## config.mk

```make
export PLATFORM = sky130hd
export DESIGN_NAME = counter_cmd_arbiter
export DESIGN_NICKNAME = d
export VERILOG_FILES = /design/src/rtl/counter_cmd_arbiter.sv
export SDC_FILE = /design/constraint.sdc
export NUM_CORES = 1
export LEC_CHECK = 0
export ABC_AREA = 0
export BUFFER_PORTS_ARGS = -buffer_cell sky130_fd_sc_hd__buf_2
export CAP_MARGIN = 15
export CELL_PAD_IN_SITES_DETAIL_PLACEMENT = 1
export CELL_PAD_IN_SITES_GLOBAL_PLACEMENT = 1
export CORE_ASPECT_RATIO = 1.4
export CORE_MARGIN = 8
export CORE_UTILIZATION = 30
export CTS_BUF_LIST = sky130_fd_sc_hd__clkbuf_8
export CTS_CLUSTER_DIAMETER = 40
export DETAILED_ROUTE_END_ITERATION = 10
export PLACE_DENSITY_LB_ADDON = 0.1
export SLEW_MARGIN = 20
export SYNTH_ARGS = -nofsm -noshare
export SYNTH_HDL_FRONTEND = slang
export SYNTH_SLANG_ARGS = --single-unit
```

## constraint.sdc

```tcl
create_clock -name clk -period 5.25 [get_ports clk]
set_input_delay 0.525 -clock clk [delete_from_list [all_inputs] [get_ports clk]]
set_output_delay 0.525 -clock clk [all_outputs]
set_load 0.02 [all_outputs]
```

## src/rtl/counter_cmd_arbiter.sv

```systemverilog
// Round-robin arbiter sharing one up/down/load counter between two requesters.
// Latches the winner's command and paces counter steps with a programmable tick.
module counter_cmd_arbiter #(
    parameter int TICK_DIV = 100000000,
    parameter int TW       = 27
) (
    input  logic       clk,
    input  logic       rst,
    input  logic [1:0] req,
    input  logic [2:0] cmd0,
    input  logic [3:0] data0,
    input  logic [3:0] len0,
    input  logic [2:0] cmd1,
    input  logic [3:0] data1,
    input  logic [3:0] len1,
    output logic [1:0] gnt,
    output logic [1:0] done,
    output logic [2:0] ctrl_out,
    output logic [3:0] data_out,
    output logic       step,
    output logic       busy
);

    typedef enum logic [1:0] {IDLE, RUN, DONE} state_t;

    localparam logic [TW-1:0] TICK_LAST = TW'(TICK_DIV - 1);
    localparam logic [2:0]    CMD_LOAD  = 3'd3;
    localparam logic [2:0]    CMD_HOLD  = 3'd4;

    state_t        state;
    logic          ptr;        // requester favoured at the next arbitration
    logic          owner;
    logic [TW-1:0] tick;
    logic [3:0]    remaining;

    logic          win;
    logic [2:0]    win_cmd;
    logic [3:0]    win_data;
    logic [3:0]    win_len;
    logic [3:0]    win_steps;
    logic          tick_end;

    always_comb begin
        win      = req[ptr] ? ptr : ~ptr;
        win_cmd  = win ? cmd1  : cmd0;
        win_data = win ? data1 : data0;
        win_len  = win ? len1  : len0;
        if (win_cmd[2])
            win_steps = 4'd0;
        else if (win_cmd == CMD_LOAD || win_len == 4'd0)
            win_steps = 4'd1;
        else
            win_steps = win_len;
    end

    assign tick_end = (tick == TICK_LAST);
    assign busy     = (state != IDLE);

    // NOTE: step is decoded from registered state but gated by the live req so an
    // abort suppresses the step in the very cycle req drops, not one cycle later.
    assign step = (state == RUN) && req[owner] && (remaining != 4'd0) && tick_end;

    // NOTE: every register uses <= so all state advances together on the edge.
    always_ff @(posedge clk) begin
        if (rst) begin
            state     <= IDLE;
            ptr       <= 1'b0;
            owner     <= 1'b0;
            tick      <= '0;
            remaining <= '0;
            gnt       <= '0;
            done      <= '0;
            ctrl_out  <= CMD_HOLD;
            data_out  <= '0;
        end else begin
            done <= '0;
            case (state)
                IDLE: begin
                    if (|req) begin
                        gnt       <= win ? 2'b10 : 2'b01;
                        owner     <= win;
                        ptr       <= ~win;
                        ctrl_out  <= win_cmd;
                        data_out  <= win_data;
                        remaining <= win_steps;
                        tick      <= '0;
                        state     <= RUN;
                    end
                end
                RUN: begin
                    if (!req[owner]) begin
                        gnt      <= '0;
                        ctrl_out <= CMD_HOLD;
                        data_out <= '0;
                        tick     <= '0;
                        state    <= IDLE;
                    end else if (remaining == 4'd0 || (tick_end && remaining == 4'd1)) begin
                        gnt       <= '0;
                        done      <= owner ? 2'b10 : 2'b01;
                        ctrl_out  <= CMD_HOLD;
                        data_out  <= '0;
                        tick      <= '0;
                        remaining <= '0;
                        state     <= DONE;
                    end else if (tick_end) begin
                        tick      <= '0;
                        remaining <= remaining - 4'd1;
                    end else begin
                        tick <= tick + 1'b1;
                    end
                end
                DONE:    state <= IDLE;
                default: state <= IDLE;
            endcase
        end
    end

endmodule
```

==> impl_metrics.yaml, run 1 <==
drt:
  vias_per_cell: 5.01
  wl_per_cell_um: 15.3
  route.vias.total: 2053
  finalWirelength_um: 6270
  drtAntennaViolNets: 0
  drt_iter0_markers: 61
  dr.pass1.iters: 4
  drc_errors: 0
placed_design:
  port_buffers: 38
  dpl.hpwl_um: 4880
  gp_routability_congestion: 0.685
  place_inst: 402
  placed_cell_area_mm2: 0.00259
yosys:
  synth_cell_types: 48
  synthDominantCellAreaShare: 0.400
  synth_area_leader_cell: "dfxtp_1"
  syn_nets: 299
  ys_seq_elements: 46
  synth_edf_count: 0
  netlist_area_mm2: 0.00230
  synth_common_cells: "nor2_1 (50), dfxtp_1 (46), a21oi_1 (19)"
  yosys_most_used_dff: "dfxtp_1"
  yosysSeqAreaShare: 0.400
  ys_top_cells_by_area: "dfxtp_1 (40%), nor2_1 (8.1%), xor2_1 (5.7%), a21oi_1 (4.1%), mux2i_1 (3.9%)"
  synth.most_common_cell: "nor2_1"
  syn_inst: 269
  avgSynthCellArea_um2: 8.57
  async_flop_share: 0
  yosysWarningCount: 0
cts:
  hold_buffers: 0
  clk_latency_ns: 0.31
  cts_tree: "built"
  cts_setup_buffers: 0
  cts_resized: 0
  numCtsBuffers: 5
  cts-root-buf: "clkbuf_8"
  cts_sinks: 46
  cts_max_path_buffers: 2
  htreeDepth: 2
  clkSlewWorstSetupHoldPaths_ns: 0.09
sta:
  setup_violations: 0
  finalCritPeriodShare: 0.491
  hold_violations: 0
  worst_hold_slack_ns: 0.485
  max_freq_mhz: 388
  tightest_slew_ns: 0.798
  rsz0062_at_grt: "no"
  max_slew_margin: 0.462
  period_minus_slack_ns: 2.58
  setup_tns_ns: 0
  fin_skew_ns: 0.00834
  final-max-slew-violation-count: 0
global_route:
  grt_pass1_vias: 2233
  grt_util_all_layers: 0.121
  grt_overflow: 0
  grt_pass1_wl_um: 10800
  antenna_found_initial: 0
  grt_max_degree: 25
die:
  fp.dieH_um: 120
  dieArea_mm2: 0.0108
  die_width_um: 90.1
  num_rows: 38
  start_util: 0.303
  boundaryPins: 39
  core_area_mm2: 0.00761
final_layout:
  antennaDiodeCount: 0
  syn_to_final_growth_pct: 18.4
  instances_no_fill: 410
  drive_gt1_frac: 0.197
  num-nets-final: 339
  stdcell_area_mm2: 0.00273
critical_path:
  critical_path_class: "flop to primary output"
  critPathLaunch: "tick[0]"
  cp_max_fo: 5
  r2r_end: "remaining[1]"
  worstPathRequired_ns: 4.72
  crit_end: "step"
  r2r_start: "tick[0]"
  reg2reg_depth: 7
  rrSetupSlack_ns: 2.91
  cp.arrival_ns: 2.05
  cp-end-kind: "primary output"
  crit_path_start_kind: "flop"
power:
  cellPowerDensity_mw_per_mm2: 334
  power.total_uw: 913
  leakage_nw: 1.07
  irDropWorstVdd_mv: 0.131
flow_run:
  drv_cap: 0
worst_hold_path:
  hp-class: "flop to flop"
outcome:
  status: "complete, no violations"
==> area by class of cell <==
cell class                 count  area, um2
clock buffer                   5       68.8
clock inverter                 3       68.8
fill                         975       4880
inverter                       5       18.8
multi-input combinational    212       1330
sequential                    46        921
tap                          100        125
timing repair buffer          39        198
==> metal layers <==
layer	track usage	wire, um
met1	0.123	2650
met2	0.231	3300
met3	0.0319	244
met4	0.0408	82
met5	0	0
==> how the worst min path moves through the flow <==
stage	startpoint	slack, ns	end	depth (start not counted)
final	ctrl_out[2]	0.49	ctrl_out[2]	1
after global routing	ctrl_out[2]	0.52	ctrl_out[2]	1
after CTS	ctrl_out[2]	0.49	ctrl_out[2]	1
after global placement	ctrl_out[2]	0.46	ctrl_out[2]	1
after detailed placement	ctrl_out[2]	0.46	ctrl_out[2]	1
after floorplan	tick[26]	0.45	tick[26]	2
==> report_power, final <==
part           leakage (nW)  switching (mW)  internal, mW
clock                0.0683           0.133         0.191
sequential            0.374          0.0147         0.368
combinational         0.624           0.134        0.0719
total                  1.07           0.282         0.631
==> through the flow <==
step / util / setup slack, ns
after floorplan: - / 3.03
after global placement: 0.341 / 2.88
after detailed placement: 0.341 / 2.89
after CTS: 0.359 / 2.64
after global routing: 0.359 / 2.54
final: 0.359 / 2.67
==> layout by cell type, fill, tap and decap left out, types with 4 or more instances in the layout <==
cell type   n
and3_1      8
xnor2_1     6
nor3_1      9
inv_1       5
or2_2       4
clkbuf_8    5
nand4_1     5
mux2i_1     9
xor2_1     15
dfxtp_1    46
nand2_1    18
nor2_1     50
nand3_1     8
ha_1        4
buf_2      38
a21oi_1    19
o21ai_0    11
==> kinds of logic (layout without fill, tap and decap cells) <==
logic type | count (synthesis) | after routing | synth area share
and+or+nand+nor | 128 | 128 | 0.289
adders and majority gates | 4 | 4 | 0.0217
AOI/OAI and AO/OA | 50 | 50 | 0.147
xor gates and xnor gates | 21 | 21 | 0.0798
muxes | 9 | 9 | 0.0391
buffers and inverters | 11 | 52 | 0.0239
DFF | 46 | 46 | 0.400
==> critical path, cell delays in order, from the launching register on <==
cell and delay (ns):
dfxtp_1 0.39, ha_1 0.25, nand2_1 0.09, or4_4 0.57, nor3_1 0.24, buf_2 0.21
==> registers in the layout, summed over array words and instances, names as in the netlist <==
name       flops
done           2
ptr            1
state          2
remaining      4
gnt            2
ctrl_out       3
data_out       4
owner          1
tick          27
(Power assumes the default switching activity.)
==> run 2, diff against run 1 <==
==> constraint.sdc (replaced) <==
create_clock -name clk -period 2.16 [get_ports clk]
set_input_delay 0.216 -clock clk [delete_from_list [all_inputs] [get_ports clk]]
set_output_delay 0.216 -clock clk [all_outputs]
set_load 0.02 [all_outputs]
==> run 2 against run 1 <==
Critical path depth unchanged. Wire length up 3.7%. Final cell count up 4.4%. Cell area up 4.7%. Setup slack worse by 2.6 ns. Total power up 120%. Sequential cell count unchanged. Global-route usage up 0.34 points. Clock-buffer cell count up 1. Via count up 3.8%. Largest cell class unchanged.
==> impl_metrics.yaml, run 2 (synthesis gave the netlist of run 1 again) <==
outcome:
  status: "complete, no violations"
sta:
  tightest_slew_ns: 0.726
  setup_violations: 0
  fin_skew_ns: 0.0103
  setup_ws_ns: 0.108
  period_minus_slack_ns: 2.05
  final-max-slew-violation-count: 0
  setup_tns_ns: 0
  hold_violations: 0
  worst_hold_slack_ns: 0.268
  finalCritPeriodShare: 0.950
  rsz0062_at_grt: "no"
  max_freq_mhz: 487
  max_slew_margin: 0.514
critical_path:
  cp.arrival_ns: 2.25
  cp-end-kind: "flop"
  r2r_end: "ctrl_out[2]"
  critPathMaxStageDelay_ns: 0.58
  critical_path_class: "flop to flop"
  worstPathRequired_ns: 2.36
  reg2reg_depth: 5
  cp_num_buf_inv: 0
  rrSetupSlack_ns: 0.11
  crit_family: "compound AO/OA/AOI/OAI gates"
  crit_path_start_kind: "flop"
  cp_max_fo: 6
  cp_common_cell: "o211ai_4"
  cp_slowest_cell: "or4_4"
  r2r_start: "tick[13]"
  crit_chain: "nand3_1 > or4_4 > o211ai_4 > o211ai_4 > a211o_1"
final_layout:
  instances_no_fill: 428
  antennaDiodeCount: 0
  syn_to_final_growth_pct: 23.9
  final_cell_mix: "nor2_1 (50), dfxtp_1 (40), buf_2 (38), a21oi_1 (19), nand2_1 (18)"
  largest_register_ffs: 27
  biggestRegsByFlops: "tick (27), data_out (4), remaining (4)"
  final_common_cell: "nor2_1"
  num-nets-final: 357
  drive_gt1_frac: 0.259
  regMostFlops: "tick"
  final.fill_count: 952
global_route:
  grt_pass1_wl_um: 11200
  grt_pass1_vias: 2297
  grt_overflow: 0
  antenna_found_initial: 0
  grt_util_all_layers: 0.124
  grt_max_degree: 25
drt:
  drc_errors: 0
  dr.pass1.iters: 4
  drt_iter0_markers: 52
  wl_per_cell_um: 15.2
  drtAntennaViolNets: 0
  finalWirelength_um: 6510
  route.vias.total: 2131
  vias_per_cell: 4.98
cts:
  clkSlewWorstSetupHoldPaths_ns: 0.09
  cts_setup_buffers: 0
  numCtsBuffers: 5
  htreeDepth: 2
  clk_latency_ns: 0.30
  cts_sinks: 46
  cts_max_path_buffers: 2
  cts-root-buf: "clkbuf_8"
  cts_tree: "built"
die:
  die_width_um: 90.1
  dieArea_mm2: 0.0108
  num_rows: 38
  fp.dieH_um: 120
  boundaryPins: 39
  start_util: 0.303
  core_area_mm2: 0.00761
placed_design:
  gp_routability_congestion: 0.751
  pre_cts_slack_ns: 0.0533
  place_inst: 419
  dpl.hpwl_um: 5090
  port_buffers: 38
power:
  power.total_mw: 2.05
  irDropWorstVdd_mv: 0.321
  leakage_nw: 1.15
  cellPowerDensity_mw_per_mm2: 718
worst_hold_path:
  hp-class: "primary input to flop"
  hp-start: "data1[2]"
  holdPathStages: 5
  hold_end: "data_out[2]"
flow_run:
  drv_cap: 0
[run 2: cell types whose count changed in the layout (fill, tap and decap cells not counted), moves of 2 or more]
cell       delta
buf_4        +16
bufinv_16     -2
dfxtp_1       -6
dfxtp_2       +6
[run 2: where the power goes]
group	switching, mW	internal (mW)	total (mW)
registers	0.0312	0.894	0.925
clock network	0.292	0.254	0.546
logic	0.359	0.222	0.581
total	0.683	1.37	2.05
[run 2: routing by layer]
layer,global-route usage,wire [um],up-vias
li1,-,-,1070
met4,0.0439,79,0
met2,0.231,3420,38
met1,0.131,2710,1018
met5,0,0,-
met3,0.0331,290,5
[run 2: worst max path at each step]
stage | slack [ns] | endpoint | from | cells past startpoint
6_report | 0.11 | ctrl_out[2] | tick[13] | 5
2_1_floorplan | 0.18 | ctrl_out[2] | tick[0] | 6
3_5_place_dp | 0.05 | remaining[0] | tick[1] | 7
5_1_grt | 0.02 | ctrl_out[2] | tick[23] | 5
3_3_place_gp | 0.11 | remaining[0] | tick[1] | 7
4_1_cts | 0.03 | remaining[0] | tick[1] | 7
[run 2: per-stage QoR]
stage                util  area (um2)
floorplan               -        2300
global placement    0.359        2730
detailed placement  0.359        2730
CTS                 0.372        2830
global route        0.375        2860
finish              0.375        2860
[run 2: tightest hold or removal path: stages]
cell and delay [ns]:
buf_2 0.07, mux2i_1 0.05, nor2_1 0.08, a21oi_1 0.05, nor2_1 0.07
[run 2: what timing repair did]
action                     4_1_cts  5_1_grt
setup endpoints to repair        1        8
pin swaps                        0        2
cloned                           0        1
gates resized for setup          1        8
hold endpoints to repair         0        0
hold buffers                     0        0
[run 2: final cells by class]
| type | count | area, um2 | share of cell area |
|---|---|---|---|
| clock inverter | 2 | 8.76 | 0.00307 |
| sequential | 46 | 928 | 0.325 |
| clock buffer | 6 | 82.6 | 0.0289 |
| timing repair buffer | 56 | 338 | 0.118 |
| inverter | 5 | 18.8 | 0.00657 |
| tap | 100 | 125 | 0.0438 |
| multi-input combinational | 213 | 1360 | 0.474 |
==> run 3, diff against run 2 <==
--- a/config.mk
+++ b/config.mk
@@ -5,7 +5,7 @@
 export SDC_FILE = /design/constraint.sdc
 export NUM_CORES = 1
 export LEC_CHECK = 0
-export ABC_AREA = 0
+export ABC_AREA = 1
 export BUFFER_PORTS_ARGS = -buffer_cell sky130_fd_sc_hd__buf_2
 export CAP_MARGIN = 15
 export CELL_PAD_IN_SITES_DETAIL_PLACEMENT = 1
==> constraint.sdc (replaced) <==
create_clock -name clk -period 2.16 [get_ports clk]
set_input_delay 0.216 -clock clk [delete_from_list [all_inputs] [get_ports clk]]
set_output_delay 0.216 -clock clk [all_outputs]
set_load 0.1 [all_outputs]
==> run 3 against run 2 <==
Non-clock buffer count down 12. Hold slack worse by 0.031 ns. Maximum frequency decreased by 0.23%. Register-to-register slack gained 0.17 ns. Critical path depth increased by 3. Area after synthesis is 20% higher. Die area up 17%. Cell area is 13% higher. Wire length increased by 18%. Sequential share of layout area is 3.9 points lower. Critical path type is now flop to primary output. Critical endpoint is now step. Largest power group unchanged. Highest routed layer unchanged.
==> impl_metrics.yaml, run 3 <==
yosys:
  synth_cell_types: 36
  ys_seq_elements: 46
  synth_area_leader_cell: "dfxtp_1"
  yosysSeqAreaShare: 0.333
  yosys_most_used_dff: "dfxtp_1"
  yosysWarningCount: 0
  avgSynthCellArea_um2: 6.75
  netlist_area_mm2: 0.00277
  synthDominantCellAreaShare: 0.333
  async_flop_share: 0
  syn_inst: 410
  synth.most_common_cell: "nand2_1"
  synth_common_cells: "nand2_1 (105), nor2_1 (61), inv_1 (56)"
  synth_edf_count: 0
  syn_nets: 440
  ys_top_cells_by_area: "dfxtp_1 (33%), nand2_1 (14%), nor2_1 (8.3%), inv_1 (7.6%), nand3_1 (5.2%)"
sta:
  finalCritPeriodShare: 0.952
  setup_violations: 0
  hold_violations: 0
  tightest_slew_ns: 0.547
  period_minus_slack_ns: 2.06
  max_slew_margin: 0.635
  fin_skew_ns: 0.00909
  max_freq_mhz: 486
  final-max-slew-violation-count: 0
power:
  cellPowerDensity_mw_per_mm2: 700
  power.total_mw: 2.26
  leakage_nw: 1.46
  irDropWorstVdd_mv: 0.361
die:
  die_width_um: 97.2
  core_area_mm2: 0.00898
  boundaryPins: 39
  fp.dieH_um: 130
  dieArea_mm2: 0.0126
  start_util: 0.308
  num_rows: 41
final_layout:
  biggestRegsByFlops: "tick (27), data_out (4), remaining (4)"
  largest_register_ffs: 27
  drive_gt1_frac: 0.224
  final_cell_mix: "nand2_1 (104), nor2_1 (60), inv_1 (56), dfxtp_1 (44), buf_2 (37)"
  fin_util: 0.359
  regMostFlops: "tick"
  syn_to_final_growth_pct: 16.5
  final_common_cell: "nand2_1"
  num-nets-final: 484
  antennaDiodeCount: 0
worst_hold_path:
  hp-start: "data0[3]"
  hold_end: "data_out[3]"
  hp-class: "primary input to flop"
  holdPathStages: 5
global_route:
  grt_overflow: 0
  grt_util_all_layers: 0.125
  grt_pass1_wl_um: 13200
  grt_pass1_vias: 2855
  antenna_found_initial: 0
  grt_max_degree: 22
critical_path:
  worstPathRequired_ns: 1.94
  cp_max_fo: 5
  r2r_end: "tick[19]"
  cp.arrival_ns: 1.84
  rrSetupSlack_ns: 0.28
  reg2reg_depth: 11
  cp-end-kind: "primary output"
  crit_path_start_kind: "flop"
  r2r_start: "tick[0]"
  critical_path_class: "flop to primary output"
drt:
  dr.pass1.iters: 3
  vias_per_cell: 4.65
  drtAntennaViolNets: 0
  route.vias.total: 2612
  finalWirelength_um: 7680
  drt_iter0_markers: 36
  wl_per_cell_um: 13.7
  drc_errors: 0
placed_design:
  dpl.hpwl_um: 6180
  gp_routability_congestion: 0.750
  port_buffers: 38
cts:
  cts_max_path_buffers: 2
  clk_latency_ns: 0.31
  cts-root-buf: "clkbuf_8"
  clkSlewWorstSetupHoldPaths_ns: 0.10
  cts_tree: "built"
  cts_sinks: 46
  numCtsBuffers: 5
  hold_buffers: 0
  htreeDepth: 2
outcome:
  status: "complete, no violations"
flow_run:
  drv_cap: 0
[run 3: cell types whose count changed after synthesis, moves of 5 or more]
cell / delta
nor2_2: +6
xor2_1: -8
nor2_1: +11
nand3_1: +21
nand2_4: +5
nand2_2: +8
mux2i_1: -9
nor3b_2: +6
nand2_1: +87
and3_1: -8
inv_1: +51
[run 3: cells by family after synthesis]
| group | count (synthesis) | synth area share |
|---|---|---|
| buffers and inverters | 66 | 0.102 |
| and+or+nand+nor | 251 | 0.448 |
| AOI/OAI and AO/OA | 32 | 0.0646 |
| DFF | 46 | 0.333 |
| xor gates and xnor gates | 11 | 0.0348 |
| adders and majority gates | 4 | 0.0181 |
[run 3: worst max-delay path: stages (launching register included)]
cell and delay, ns:
dfxtp_2 0.36, ha_1 0.18, nand2_2 0.10, nor2_4 0.16, nand2_4 0.10, nor2_4 0.10, nand3b_4 0.10, nor3_4 0.23
buf_12 0.20
[run 3: final cells by class]
type | count | area, um2
timing repair buffer | 44 | 250
clock buffer | 5 | 68.8
inverter | 59 | 221
clock inverter | 3 | 40.0
tap | 107 | 134
fill | 1169 | 5750
multi-input combinational | 298 | 1590
sequential | 46 | 923
[run 3: power breakdown]
part | internal, mW | switching [mW]
clock network | 0.342 | 0.328
logic | 0.171 | 0.493
registers | 0.896 | 0.0293
[run 3: stage by stage]
stage          instances  hold slack, ns  instance area, um2  setup TNS, ns  setup slack [ns]
3_3_place_gp         551           0.448                3080              0             0.267
6_report             562           0.238                3230              0             0.104
5_1_grt              562           0.252                3230        -0.0280           -0.0280
2_1_floorplan        410           0.285                2780              0             0.170
4_1_cts              559           0.227                3190              0            0.0526
3_5_place_dp         551           0.457                3080              0             0.272
[run 3: repair_timing]
item	CTS	global route
setup endpoints to repair	0	1
gates resized for setup	0	5
buffers inserted	0	3
endpoints found under the hold margin	0	0
[run 3: worst max path at each step]
stage | from | to | slack [ns]
after global routing | tick[0] | step | -0.03
final | tick[0] | step | 0.10
after CTS | tick[0] | step | 0.05
after detailed placement | remaining[0] | tick[16] | 0.27
after global placement | remaining[0] | tick[16] | 0.27
after floorplan | tick[0] | step | 0.17
[run 3: per-layer routing]
| layer | vias up | routed length [um] | part of all wire | GRT usage |
|---|---|---|---|---|
| li1 | 1360 | - | - | - |
| met1 | 1198 | 3110 | 0.41 | 0.126 |
| met2 | 42 | 4100 | 0.53 | 0.241 |
| met3 | 12 | 284 | 0.037 | 0.0304 |
| met4 | 0 | 185 | 0.024 | 0.0518 |
| met5 | - | 0 | 0 | 0 |
